--- config.mk ---
export PLATFORM = sky130hd
export DESIGN_NAME = sub8_serial_flat
export DESIGN_NICKNAME = d
export VERILOG_FILES = /design/src/rtl/sub8_serial_if.sv /design/src/rtl/sub8_serial.sv /design/src/flat_wrapper.sv
export SDC_FILE = /design/constraint.sdc
export NUM_CORES = 1
export LEC_CHECK = 0
export ABC_CLOCK_PERIOD_IN_PS = 2700
export CORE_MARGIN = 3
export CORE_UTILIZATION = 45
export DETAILED_ROUTE_END_ITERATION = 7
export GPL_TIMING_DRIVEN = 0
export HOLD_SLACK_MARGIN = 0.06
export PLACE_DENSITY = 0.7
export SYNTH_ARGS = -nofsm -noshare
export SYNTH_HDL_FRONTEND = slang
export SYNTH_SLANG_ARGS = --single-unit
--- constraint.sdc ---
create_clock -name clk -period 2.7 [get_ports clk]
set_input_delay 0.54 -clock clk [delete_from_list [all_inputs] [get_ports clk]]
set_output_delay 0.54 -clock clk [all_outputs]
set_load 0.1 [all_outputs]
--- src/rtl/sub8_serial_if.sv ---
// Handshake and operand/result bundle for the bit-serial subtractor.
// SUB8_SERIAL_OVF_EN adds the signed-overflow flag.
interface sub8_serial_if #(
   parameter int unsigned WIDTH = 8
);
   logic             start;
   logic [WIDTH-1:0] a;
   logic [WIDTH-1:0] b;
   logic             bi;
   logic             busy;
   logic             done;
   logic [WIDTH-1:0] d;
   logic             bo;
`ifdef SUB8_SERIAL_OVF_EN
   logic             ovf;
`endif

   modport master (
      output start, a, b, bi,
      input  busy, done, d, bo
`ifdef SUB8_SERIAL_OVF_EN
      , input ovf
`endif
   );

   modport slave (
      input  start, a, b, bi,
      output busy, done, d, bo
`ifdef SUB8_SERIAL_OVF_EN
      , output ovf
`endif
   );
endinterface

--- src/rtl/sub8_serial.sv ---
// Bit-serial subtractor d = a - b - bi, LSB first, one borrow flop, start/busy/done.
// Optional SUB8_SERIAL_OVF_EN builds the signed-overflow output.
module sub8_serial #(
   parameter int unsigned WIDTH = 8
) (
   input  logic           clk,
   input  logic           rst_n,
   sub8_serial_if.slave   bus
);
   localparam int unsigned CW = (WIDTH > 1) ? $clog2(WIDTH) : 1;
   localparam logic [CW-1:0] LAST = CW'(WIDTH - 1);

   typedef enum logic [1:0] {
      IDLE = 2'd0,
      RUN  = 2'd1,
      DONE = 2'd2
   } state_t;

   state_t           state;
   logic [WIDTH-1:0] a_sh;
   logic [WIDTH-1:0] b_sh;
   logic [WIDTH-1:0] res;
   logic [CW-1:0]    cnt;
   logic             br;
   logic             busy_q;
   logic             done_q;
   logic             bo_q;
`ifdef SUB8_SERIAL_OVF_EN
   logic             ovf_q;
`endif

   // One full-subtractor slice on the current LSBs
   logic bit_d_c;
   logic br_nxt_c;
   assign bit_d_c  = a_sh[0] ^ b_sh[0] ^ br;
   assign br_nxt_c = (~a_sh[0] & b_sh[0]) | (~(a_sh[0] ^ b_sh[0]) & br);

   always_ff @(posedge clk or negedge rst_n) begin
      if (!rst_n) begin
         state  <= IDLE;
         a_sh   <= '0;
         b_sh   <= '0;
         res    <= '0;
         cnt    <= '0;
         br     <= 1'b0;
         busy_q <= 1'b0;
         done_q <= 1'b0;
         bo_q   <= 1'b0;
`ifdef SUB8_SERIAL_OVF_EN
         ovf_q  <= 1'b0;
`endif
      end else begin
         done_q <= 1'b0;
         case (state)
            IDLE, DONE: begin
               if (bus.start) begin
                  a_sh   <= bus.a;
                  b_sh   <= bus.b;
                  br     <= bus.bi;
                  cnt    <= '0;
                  busy_q <= 1'b1;
                  state  <= RUN;
               end else begin
                  state  <= IDLE;
               end
            end
            RUN: begin
               // Result fills from the MSB end so it is aligned after WIDTH shifts
               res  <= {bit_d_c, res[WIDTH-1:1]};
               a_sh <= a_sh >> 1;
               b_sh <= b_sh >> 1;
               br   <= br_nxt_c;
               cnt  <= cnt + CW'(1);
               if (cnt == LAST) begin
                  state  <= DONE;
                  busy_q <= 1'b0;
                  done_q <= 1'b1;
                  bo_q   <= br_nxt_c;
`ifdef SUB8_SERIAL_OVF_EN
                  // On the last bit a_sh[0]/b_sh[0] are the operand sign bits
                  ovf_q  <= (a_sh[0] ^ b_sh[0]) & (bit_d_c ^ a_sh[0]);
`endif
               end
            end
            default: state <= IDLE;
         endcase
      end
   end

   assign bus.busy = busy_q;
   assign bus.done = done_q;
   assign bus.d    = res;
   assign bus.bo   = bo_q;
`ifdef SUB8_SERIAL_OVF_EN
   assign bus.ovf  = ovf_q;
`endif

endmodule

--- src/flat_wrapper.sv ---
// flat-port wrapper written by rule: the top's interface ports become plain ports
module sub8_serial_flat 
#(
   parameter int unsigned WIDTH = 8
)
  (clk, rst_n, bus_start, bus_a, bus_b, bus_bi, bus_busy, bus_done, bus_d, bus_bo);
  sub8_serial_if #(.WIDTH(WIDTH)) bus_i ();
  input  logic clk;
  input  logic rst_n;
  input wire logic [$bits(bus_i.start)-1:0] bus_start;
  input wire logic [$bits(bus_i.a)-1:0] bus_a;
  input wire logic [$bits(bus_i.b)-1:0] bus_b;
  input wire logic [$bits(bus_i.bi)-1:0] bus_bi;
  output wire logic [$bits(bus_i.busy)-1:0] bus_busy;
  output wire logic [$bits(bus_i.done)-1:0] bus_done;
  output wire logic [$bits(bus_i.d)-1:0] bus_d;
  output wire logic [$bits(bus_i.bo)-1:0] bus_bo;
  assign bus_i.start = bus_start;
  assign bus_i.a = bus_a;
  assign bus_i.b = bus_b;
  assign bus_i.bi = bus_bi;
  assign bus_busy = bus_i.busy;
  assign bus_done = bus_i.done;
  assign bus_d = bus_i.d;
  assign bus_bo = bus_i.bo;
  sub8_serial #(.WIDTH(WIDTH)) u_core (.clk(clk), .rst_n(rst_n), .bus(bus_i));
endmodule
==> results.sh, run 1 <==
export IMPL_cts_made_buffers=5
export IMPL_critPathSlowestCell="clkdlybuf4s50_1"
export IMPL_nFillCells=316
export IMPL_synth_common_cells="33 x dfrtp_1, 17 x mux2i_1, 16 x a21oi_1"
export IMPL_critical_path_buf_inv_count=1
export IMPL_slowest_delay_ps=1150
export IMPL_cts_resized=0
export IMPL_via_count=1227
export IMPL_synth_fa_ha_area_frac=0.0268
export IMPL_cts_sinks=33
export IMPL_end_kind="output pin"
export IMPL_drt_iter0_drc=68
export IMPL_dpl_worst_slack_ps=639
export IMPL_final_area_um2=2110
export IMPL_io_pins=31
export IMPL_start_kind="flop"
export IMPL_gp_congestion=0.745
export IMPL_ys_seq_area_frac=0.492
export IMPL_synth_seq_cells=33
export IMPL_synthSimpleGateAreaFrac=0.0768
export IMPL_synth_async_reset_ratio=1.00
export IMPL_cts_root_buf="clkbuf_8"
export IMPL_setup_violations=0
export IMPL_drive_gt1_frac=0.146
export IMPL_synth_avg_cell_area_um2=12.0
export IMPL_synth_top_family_by_area="multiplexers"
export IMPL_clock_fmax_mhz=426
export IMPL_syn_area_um2=1680
export IMPL_antenna_cells=0
export IMPL_fin_hold_ws_ps=312
export IMPL_die_h_um=67.1
export IMPL_required_ps=2160
export IMPL_slew_viol_final=0
export IMPL_crit_fanout=3
export IMPL_grt_pass1_wl_mm=5.46
export IMPL_drc=0
export IMPL_antenna_found_initial=0
export IMPL_ys_types=23
export IMPL_crit_chain="clkdlybuf4s50_1"
export IMPL_die_w_um=67.1
export IMPL_finalHoldViolations=0
export IMPL_io_buffers=30
export IMPL_worst_ir_drop_vdd_mv=0.525
export IMPL_initial_core_util=0.484
export IMPL_gr_total_overflow=0
export IMPL_ys_top_cells_by_area="dfrtp_1 49%, mux2i_1 10%, mux2_4 7.2%, a211oi_1 6.7%, nor2b_1 5.2%"
export IMPL_syn_nets=163
export IMPL_worst_pin_slew_ps=978
export IMPL_synth_xor_area_frac=0.00522
export IMPL_synth_top_area_cell="dfrtp_1"
export IMPL_yosys_warnings=0
export IMPL_synth_most_common_cell="dfrtp_1"
export IMPL_grt_pass1_vias=1208
export IMPL_syn_to_final_growth_pct=25.8
export IMPL_cts_htree_levels=2
export IMPL_grt_start_max_net_pins=34
export IMPL_clk_latency_ps=280
export IMPL_grtUsageTotal=0.162
export IMPL_p_int_uw=1530
export IMPL_leakagePower_uw=0.000867
export IMPL_clockPowerShare=0.122
export IMPL_wirelength_mm=3.25
export IMPL_hold_buffers=0
export IMPL_row_count=21
export IMPL_switchingPower_uw=1330
export IMPL_timing_final_crit_period_ps=2350
export IMPL_post_cts_buffers=0
export IMPL_synth_compound_area_frac=0.143
export IMPL_placed_cell_area_um2=2030
export IMPL_min_path_type="in2async"
export IMPL_switching_share=0.464
export IMPL_post_dp_hpwl_mm=2.29
export IMPL_p_comb_frac=0.558
export IMPL_cpLargestDelayFamily="buffers and inverters"
export IMPL_seq_power_share=0.320
export IMPL_vias_per_cell=5.48
export IMPL_synth_top_flop_cell="dfrtp_1"
export IMPL_crit_arrival_ps=1810
export IMPL_synth_cells=140
export IMPL_status="complete, no violations"
export IMPL_p_per_area_nw_per_um2=1350
export IMPL_yosys_mux_area_fraction=0.193
export IMPL_core_um2=3470
export IMPL_cap_violations=0
export IMPL_ant_nets=0
export IMPL_fin_tns_setup_ps=0
export IMPL_cts_tree="built"
export IMPL_firstDrtPassIters=4
export IMPL_post_route_util=0.609
export IMPL_synth_enable_flop_cells=0
export IMPL_final_nets=200
export IMPL_detail_route_wl_per_cell_um=14.5
export IMPL_rsz0062_at_grt="no"
export IMPL_clk_pin_slew_ps=60
export IMPL_fin_ws_ps=351
export IMPL_path_class="reg2out"
export IMPL_fin_crit_sh=0.870
export IMPL_cts_buffer_depth=2
export IMPL_dieArea_um2=4500
export IMPL_finClkSkew_ps=4.95
export IMPL_max_slew_margin_rel=0.346
export IMPL_synth_top_area_frac=0.492
layout make-up:
class                           count  area (µm²)  share of cell area
Sequential cell                    33         826               0.391
Tap cell                           46        57.6              0.0273
Clock buffer                        8        80.1              0.0379
Inverter                            5        18.8             0.00889
Timing Repair Buffer               30         295               0.140
Multi-Input combinational cell     92         747               0.354
Buffer                             10        86.3              0.0409
cell families after synthesis:
group                      Yosys count
AOI/OAI and AO/OA                   38
DFF                                 33
muxes                               28
and+or+nand+nor                     22
buffers and inverters               15
adders and majority gates            3
xor gates and xnor gates             1
power groups by stage:
stage / Combinational, µW / Clock, µW / Sequential [µW]
global placement: 1570 / 0 / 901
finish: 1590 / 350 / 914
detailed placement: 1600 / 0 / 920
floorplan: 706 / 0 / 1450
CTS: 1610 / 359 / 913
global route: 1700 / 386 / 949
stage by stage:
step | std cells | total power [µW]
floorplan | 140 | 2160
global placement | 216 | 2470
CTS | 224 | 2880
global route | 224 | 3030
finish | 224 | 2860
detailed placement | 216 | 2520
worst paths after layout:
path,from,endpoint,cells past startpoint,slack [ps]
setup / recovery,u_core.bus.busy,bus_busy,1,350
hold / removal,rst_n,u_core.bus.d[0],1,310
setup reg to reg,u_core.cnt[0],u_core.cnt[2],4,1230
hold reg to reg,u_core.bus.d[0],u_core.bus.d[0],1,510
max in group asynchronous,rst_n,u_core.cnt[2],1,1920
min in group clk,u_core.bus.d[0],u_core.bus.d[0],1,510
layer usage:
layer	up-vias	track usage	routed length, µm
met5	-	0	0
met4	0	0.0633	45
met3	7	0.0438	159
met2	32	0.282	1620
met1	610	0.187	1420
li1	578	-	-
placed cells by master, fill, tap and decap left out, drive strengths merged:
cell | netlist | final
inv | 5 | 5
o21ai | 3 | 3
fa | 1 | 1
buf | 8 | 9
a22o | 3 | 3
xnor2 | 1 | 1
nor2 | 4 | 4
mux2i | 17 | 17
ha | 2 | 2
and2b | 1 | 1
nand3 | 2 | 2
clkdlybuf4s50 | 0 | 29
mux2 | 11 | 11
dfrtp | 33 | 33
a21oi | 16 | 16
nand2b | 1 | 1
clkbuf | 2 | 10
o22ai | 1 | 1
a211oi | 15 | 15
nor2b | 14 | 14
registers in the layout, summed over array words and instances (netlist names):
register	cells
u_core.bus.busy	1
u_core.b_sh	8
u_core.a_sh	8
u_core.cnt	3
u_core.bus.done	1
u_core.bus.d	8
u_core.state	2
u_core.br	1
u_core.bus.bo	1
No activity file was read; power rests on OpenSTA's default activity.
==> run 2: changes to the inputs <==
CORE_UTILIZATION = 32   (was 45)
PLACE_DENSITY = not set   (was 0.7)
==> run 2 against run 1 <==
Clock power grew 37%. Clock-buffer cell count fell by 1. Cell count rose by 9.4%. Power up 4.4%. Worst setup slack worse by 5.5 ps. Critical path type unchanged. Core utilization decreased by 16 points. Fmax down 0.23%.
==> results.sh, run 2 (synthesized netlist as in run 1, its figures left out) <==
export IMPL_detail_route_wl_per_cell_um=14.0
export IMPL_start_kind="flop"
export IMPL_io_pins=31
export IMPL_power_total_uw=2980
export IMPL_gr_total_overflow=0
export IMPL_grt_start_max_net_pins=34
export IMPL_final_nets=200
export IMPL_cts_made_buffers=5
export IMPL_antenna_found_initial=0
export IMPL_syn_to_final_growth_pct=29.5
export IMPL_nFillCells=469
export IMPL_clk_latency_ps=280
export IMPL_grt_pass1_vias=1266
export IMPL_ant_nets=0
export IMPL_row_count=25
export IMPL_p_comb_frac=0.537
export IMPL_via_count=1193
export IMPL_path_class="reg2out"
export IMPL_grtUsageMet1=0.149
export IMPL_dieArea_um2=6150
export IMPL_post_dp_hpwl_mm=2.43
export IMPL_critPathSlowestCell="clkdlybuf4s50_1"
export IMPL_worst_pin_slew_ps=984
export IMPL_clock_fmax_mhz=425
export IMPL_final_cell_mix="33 x dfrtp_1, 29 x clkdlybuf4s50_1, 17 x mux2i_1"
export IMPL_gp_congestion=0.762
export IMPL_finalHoldViolations=0
export IMPL_hold_buffers=0
export IMPL_cp_startpoint="u_core.bus.busy"
export IMPL_core_um2=4880
export IMPL_crit_arrival_ps=1810
export IMPL_finClkSkew_ps=10.2
export IMPL_grtUsageTotal=0.123
export IMPL_crit_chain="clkdlybuf4s50_1"
export IMPL_vias_per_cell=4.87
export IMPL_die_h_um=78.4
export IMPL_slew_viol_final=0
export IMPL_crit_fanout=3
export IMPL_critical_path_buf_inv_count=1
export IMPL_slowest_delay_ps=1150
export IMPL_final_common_cell="dfrtp_1"
export IMPL_antenna_cells=0
export IMPL_use_met2=0.207
export IMPL_wirelength_mm=3.44
export IMPL_required_ps=2160
export IMPL_cts_htree_levels=2
export IMPL_p_per_area_nw_per_um2=1370
export IMPL_drc=0
export IMPL_worst_ir_drop_vdd_mv=0.804
export IMPL_clockPowerShare=0.160
export IMPL_clk_pin_slew_ps=70
export IMPL_drive_gt1_frac=0.157
export IMPL_grt_pass1_wl_mm=5.93
export IMPL_drt_iter0_drc=51
export IMPL_cts_sinks=33
export IMPL_rsz0062_at_grt="no"
export IMPL_end_kind="output pin"
export IMPL_cts_buffer_depth=2
export IMPL_r2r_start="u_core.cnt[0]"
export IMPL_io_buffers=30
export IMPL_globalRouteMet3Util=0.0413
export IMPL_seq_power_share=0.303
export IMPL_min_path_type="in2async"
export IMPL_max_slew_margin_rel=0.342
export IMPL_cts_resized=0
export IMPL_cts_root_buf="clkbuf_8"
export IMPL_top_usage_layer="met2"
export IMPL_fin_crit_sh=0.872
export IMPL_setup_violations=0
export IMPL_leakagePower_uw=0.000886
export IMPL_cpLargestDelayFamily="buffers and inverters"
export IMPL_switchingPower_uw=1330
export IMPL_fin_tns_setup_ps=0
export IMPL_p_int_uw=1650
export IMPL_post_cts_buffers=0
export IMPL_status="complete, no violations"
export IMPL_initial_core_util=0.344
export IMPL_cap_violations=0
export IMPL_switching_share=0.447
export IMPL_timing_final_crit_period_ps=2350
export IMPL_cts_tree="built"
export IMPL_die_w_um=78.4
export IMPL_firstDrtPassIters=4
-- run 2: changes by cell type in the layout (fill, tap and decap cells not counted) --
cell and delta:
clkbuf_1 -2, bufinv_16 +1, clkbuf_8 +1
-- run 2: power groups by stage --
stage | Combinational (µW) | Sequential (µW) | Clock (µW)
after floorplan | 706 | 1450 | 0
after global placement | 1570 | 902 | 0
after detailed placement | 1610 | 916 | 0
after CTS | 1620 | 909 | 487
after global routing | 1710 | 944 | 509
final | 1600 | 904 | 478
-- run 2: final timing paths --
| kind | to | slack, ps | cells past startpoint |
|---|---|---|---|
| worst max-delay path | bus_busy | 350 | 1 |
| max in group asynchronous | u_core.b_sh[6] | 1890 | 1 |
| worst min register to register | u_core.bus.bo | 510 | 1 |
| worst min-delay path | u_core.bus.d[1] | 320 | 1 |
| min in group clk | u_core.bus.bo | 510 | 1 |
| worst max register to register | u_core.cnt[2] | 1210 | 4 |
-- run 2: metal layers --
metal	wire (µm)	part of all wire	vias to the layer above
li1	-	-	580
met1	1570	0.46	579
met2	1670	0.48	31
met3	181	0.053	3
met4	20	0.0058	0
met5	0	0	-
-- run 2: cell type report --
| type | instances | area (µm²) | area share |
|---|---|---|---|
| multi-input cells | 92 | 747 | 0.344 |
| plain buffers | 10 | 86.3 | 0.0397 |
| repair buffers | 30 | 295 | 0.136 |
| clock buffers | 7 | 86.3 | 0.0397 |
| inverters | 5 | 18.8 | 0.00864 |
| well taps | 67 | 83.8 | 0.0386 |
| clock inverters | 1 | 30.0 | 0.0138 |
| flip-flops and latches | 33 | 826 | 0.380 |
-- run 2: metrics by stage --
step	cells	setup WS (ps)	utilization	hold slack [ps]	instance area [µm²]
2_1_floorplan	140	1250	-	244	1680
3_3_place_gp	237	437	0.423	497	2060
3_5_place_dp	237	649	0.422	506	2060
4_1_cts	245	333	0.445	336	2170
5_1_grt	245	314	0.445	384	2170
6_report	245	345	0.445	319	2170
==> run 3: changes to the inputs <==
MAX_ROUTING_LAYER = met4   (was not set)
==> run 3 against run 2 <==
Worst hold slack gained 2.0 ps. Sequential power is essentially flat. Sequential share of layout area is the same. Core utilization is the same. Cell count is the same. Fmax grew 0.28%.
==> results.sh, run 3 (synthesized netlist as in run 1, its figures left out) <==
export IMPL_reg2reg_slack_ps=1210
export IMPL_p_comb_frac=0.537
export IMPL_critical_path_buf_inv_count=1
export IMPL_start_kind="flop"
export IMPL_grt_start_max_net_pins=34
export IMPL_cts_htree_levels=2
export IMPL_drc=0
export IMPL_row_count=25
export IMPL_detail_route_wl_per_cell_um=14.1
export IMPL_worstRegToRegCells=4
export IMPL_ant_nets=0
export IMPL_clk_pin_slew_ps=70
export IMPL_worst_pin_slew_ps=983
export IMPL_vias_per_cell=4.93
export IMPL_post_dp_hpwl_mm=2.43
export IMPL_hold_buffers=0
export IMPL_power_total_uw=2980
export IMPL_clock_fmax_mhz=426
export IMPL_p_int_uw=1650
export IMPL_grtUsageTotal=0.127
export IMPL_grt_pass1_vias=1266
export IMPL_clockPowerShare=0.159
export IMPL_cts_sinks=33
export IMPL_grtUsageMet1=0.151
export IMPL_cts_made_buffers=5
export IMPL_syn_to_final_growth_pct=29.5
export IMPL_fin_crit_sh=0.870
export IMPL_grt_pass1_wl_mm=5.93
export IMPL_critPathSlowestCell="clkdlybuf4s50_1"
export IMPL_min_path_type="in2async"
export IMPL_finClkSkew_ps=10.5
export IMPL_drive_gt1_frac=0.157
export IMPL_r2r_end="u_core.cnt[2]"
export IMPL_initial_core_util=0.344
export IMPL_dieArea_um2=6150
export IMPL_crit_fanout=3
export IMPL_final_common_cell="dfrtp_1"
export IMPL_rsz0062_at_grt="no"
export IMPL_io_buffers=30
export IMPL_leakagePower_uw=0.000886
export IMPL_switching_share=0.446
export IMPL_globalRouteMet3Util=0.0378
export IMPL_cts_tree="built"
export IMPL_gr_total_overflow=0
export IMPL_slew_viol_final=0
export IMPL_status="complete, no violations"
export IMPL_max_slew_margin_rel=0.343
export IMPL_dpl_worst_slack_ps=649
export IMPL_core_um2=4880
export IMPL_slowest_delay_ps=1150
export IMPL_crit_arrival_ps=1810
export IMPL_end_kind="output pin"
export IMPL_worst_ir_drop_vdd_mv=0.804
export IMPL_use_met2=0.207
export IMPL_setup_violations=0
export IMPL_cts_resized=0
export IMPL_switchingPower_uw=1330
export IMPL_die_h_um=78.4
export IMPL_final_cells=245
export IMPL_cts_root_buf="clkbuf_8"
export IMPL_io_pins=31
export IMPL_antenna_found_initial=0
export IMPL_fin_tns_setup_ps=0
export IMPL_required_ps=2160
export IMPL_fin_ws_ps=352
export IMPL_clk_latency_ps=280
export IMPL_drt_iter0_drc=47
export IMPL_cap_violations=0
export IMPL_p_per_area_nw_per_um2=1370
export IMPL_cts_buffer_depth=2
export IMPL_timing_final_crit_period_ps=2350
export IMPL_crit_chain="clkdlybuf4s50_1"
export IMPL_firstDrtPassIters=4
export IMPL_post_cts_buffers=0
export IMPL_finalHoldViolations=0
export IMPL_path_class="reg2out"
export IMPL_wirelength_mm=3.45
export IMPL_via_count=1208
export IMPL_gp_congestion=0.772
export IMPL_final_cell_mix="33 x dfrtp_1, 29 x clkdlybuf4s50_1, 17 x mux2i_1"
export IMPL_final_nets=200
export IMPL_cpLargestDelayFamily="buffers and inverters"
export IMPL_seq_power_share=0.304
export IMPL_top_usage_layer="met2"
export IMPL_antenna_cells=0
export IMPL_r2r_start="u_core.cnt[0]"
export IMPL_dp_cells=237
export IMPL_die_w_um=78.4
run 3: cell counts in the layout (fill, tap and decap cells not counted):
Identical to the previous run, type by type.
run 3: layout make-up:
class / count / area, µm²
Timing Repair Buffer: 30 / 295
Multi-Input combinational cell: 92 / 747
Clock buffer: 7 / 86.3
Fill cell: 469 / 2710
Sequential cell: 33 / 826
Inverter: 5 / 18.8
Clock inverter: 1 / 30.0
Tap cell: 67 / 83.8
Buffer: 10 / 86.3
run 3: per-layer routing:
metal	wire length (µm)	up-vias
li1	-	577
met1	1520	587
met2	1710	37
met3	180	7
met4	37	0
met5	0	-
run 3: through the flow:
stage	area (µm²)	hold WS, ps	util
global route	2170	384	0.445
finish	2170	321	0.445
CTS	2170	336	0.445
floorplan	1680	244	-
global placement	2060	497	0.423
detailed placement	2060	506	0.422
run 3: power by group through the flow:
stage	registers [µW]	clock network (µW)	logic [µW]
2_1_floorplan	1450	0	706
3_3_place_gp	902	0	1570
3_5_place_dp	916	0	1610
4_1_cts	909	487	1620
5_1_grt	944	509	1710
6_report	905	474	1600
run 3: worst max path at each step:
| stage | start | end | slack (ps) | depth (start not counted) |
|---|---|---|---|---|
| 2_1_floorplan | u_core.bus.d[1] | bus_d[1] | 1250 | 0 |
| 3_3_place_gp | rst_n | u_core.a_sh[4] | 440 | 1 |
| 3_5_place_dp | u_core.bus.busy | bus_busy | 650 | 1 |
| 4_1_cts | u_core.bus.busy | bus_busy | 330 | 1 |
| 5_1_grt | u_core.bus.busy | bus_busy | 310 | 1 |
| 6_report | u_core.bus.busy | bus_busy | 350 | 1 |
==> variant: new RTL, flow settings as in run 2 <==
`WIDTH` is set to 8 in 3 places; all go to 16.
--- a/src/rtl/sub8_serial_if.sv
+++ b/src/rtl/sub8_serial_if.sv
@@ -2,5 +2,5 @@
 // SUB8_SERIAL_OVF_EN adds the signed-overflow flag.
 interface sub8_serial_if #(
-   parameter int unsigned WIDTH = 8
+   parameter int unsigned WIDTH = 16
 );
    logic             start;
--- a/src/rtl/sub8_serial.sv
+++ b/src/rtl/sub8_serial.sv
@@ -2,5 +2,5 @@
 // Optional SUB8_SERIAL_OVF_EN builds the signed-overflow output.
 module sub8_serial #(
-   parameter int unsigned WIDTH = 8
+   parameter int unsigned WIDTH = 16
 ) (
    input  logic           clk,
--- a/src/flat_wrapper.sv
+++ b/src/flat_wrapper.sv
@@ -2,5 +2,5 @@
 module sub8_serial_flat 
 #(
-   parameter int unsigned WIDTH = 8
+   parameter int unsigned WIDTH = 16
 )
   (clk, rst_n, bus_start, bus_a, bus_b, bus_bi, bus_busy, bus_done, bus_d, bus_bo);
Ports: changed (resized bus_a, bus_b and bus_d); port bits go from 31 to 55. No check against the original RTL was run, so the function may have changed too.
==> variant against run 2 <==
Total power increased by 48%; area after synthesis increased by 45%; sequential cell count rose by 25; routed wire length is 49% higher; synthesized cell count is 49% higher; cell count is 55% higher; setup slack got worse by 37 ps; final area increased by 52%; critical endpoint is now bus_d[15]; largest power group unchanged.
==> variant: results (changes against run 2) <==
| Metric | Value |
|---|---|
| Slew of the pin with the lowest slew margin | `967 ps (-17.3 ps)` |
| Adder-cell area share of the yosys netlist | `1.34% (-1.3 points)` |
| Total Routing Usage GR | `13.0% (+0.65 points)` |
| Ranking of synthesized cells by instance count | `58 x dfrtp_1, 48 x nand2_1, 33 x a22o_1` |
| Largest net degree at the start of global routing | `39 (+15%)` |
| Worst clock skew | `5.40 ps (-4.82 ps)` |
| Synth cell types | `24 (+4.3%)` |
| Mux share of post-synthesis cell area | `1.29% (-18 points)` |
| Worst Setup SP | `u_core.bus.d[15]$_DFFE_PN0N_` |
| Standby leakage power | `0.00169 uW (+91%)` |
| Final worst hold slack | `184 ps (-135 ps)` |
| Outcome | `finished clean` |
| Vias in the first global route | `1827 (+44%)` |
| Share of post-route cells with drive strength above 1 | `10.7% (-5.0 points)` |
| Metal2 WL | `2.41 mm (+44%)` |
| Fill cell instance count of the final layout | `690 (+47%)` |
| Final weighted congestion of routability-driven global placement | `0.693 (-9.2%)` |
| Sw frac | `43.2% (-1.5 points)` |
| Iter 0 DRT Violations | `56 (+9.8%)` |
| HPWL reported at the end of detailed placement | `3.68 mm (+52%)` |
| R2R Path End | `u_core.b_sh[0]$_DFFE_PN0P_` |
| Post-synthesis net count | `247 (+52%)` |
| Logic depth of the worst register-to-register path | `5 (+1)` |
| Number of port buffers | `54 (+80%)` |
| Endpoint of the most critical setup path | `bus_d[15]` |
| Vias per inst | `4.77 (-2.1%)` |
| Met1 layer wirelength in the final routing | `2.36 mm (+50%)` |
| P_comb | `2160 uW (+35%)` |
==> variant: routing by layer <==
metal,vias up,global-route usage (%)
li1,862,-
met1,890,16.7
met2,49,20.3
met3,6,3.62
met4,0,5.86
met5,-,0
==> variant: per-stage QoR <==
stage | power, uW | setup slack, ps | std cells | setup TNS [ps] | instance area (um2)
after global routing | 4730 | 245 | 379 | 0 | 3310
after global placement | 3620 | -806 | 362 | -46480 | 3100
after detailed placement | 3670 | 632 | 363 | 0 | 3110
after floorplan | 3130 | 1250 | 209 | 0 | 2430
after CTS | 4480 | 285 | 379 | 0 | 3310
final | 4420 | 308 | 379 | 0 | 3310
==> variant: layout make-up <==
type,count,area share (%)
Buffer,15,3.06
Clock buffer,14,4.92
Clock inverter,2,1.06
Inverter,2,0.227
Multi-Input combinational cell,134,26.3
Sequential cell,58,43.9
Tap cell,99,3.74
Timing Repair Buffer,55,16.8
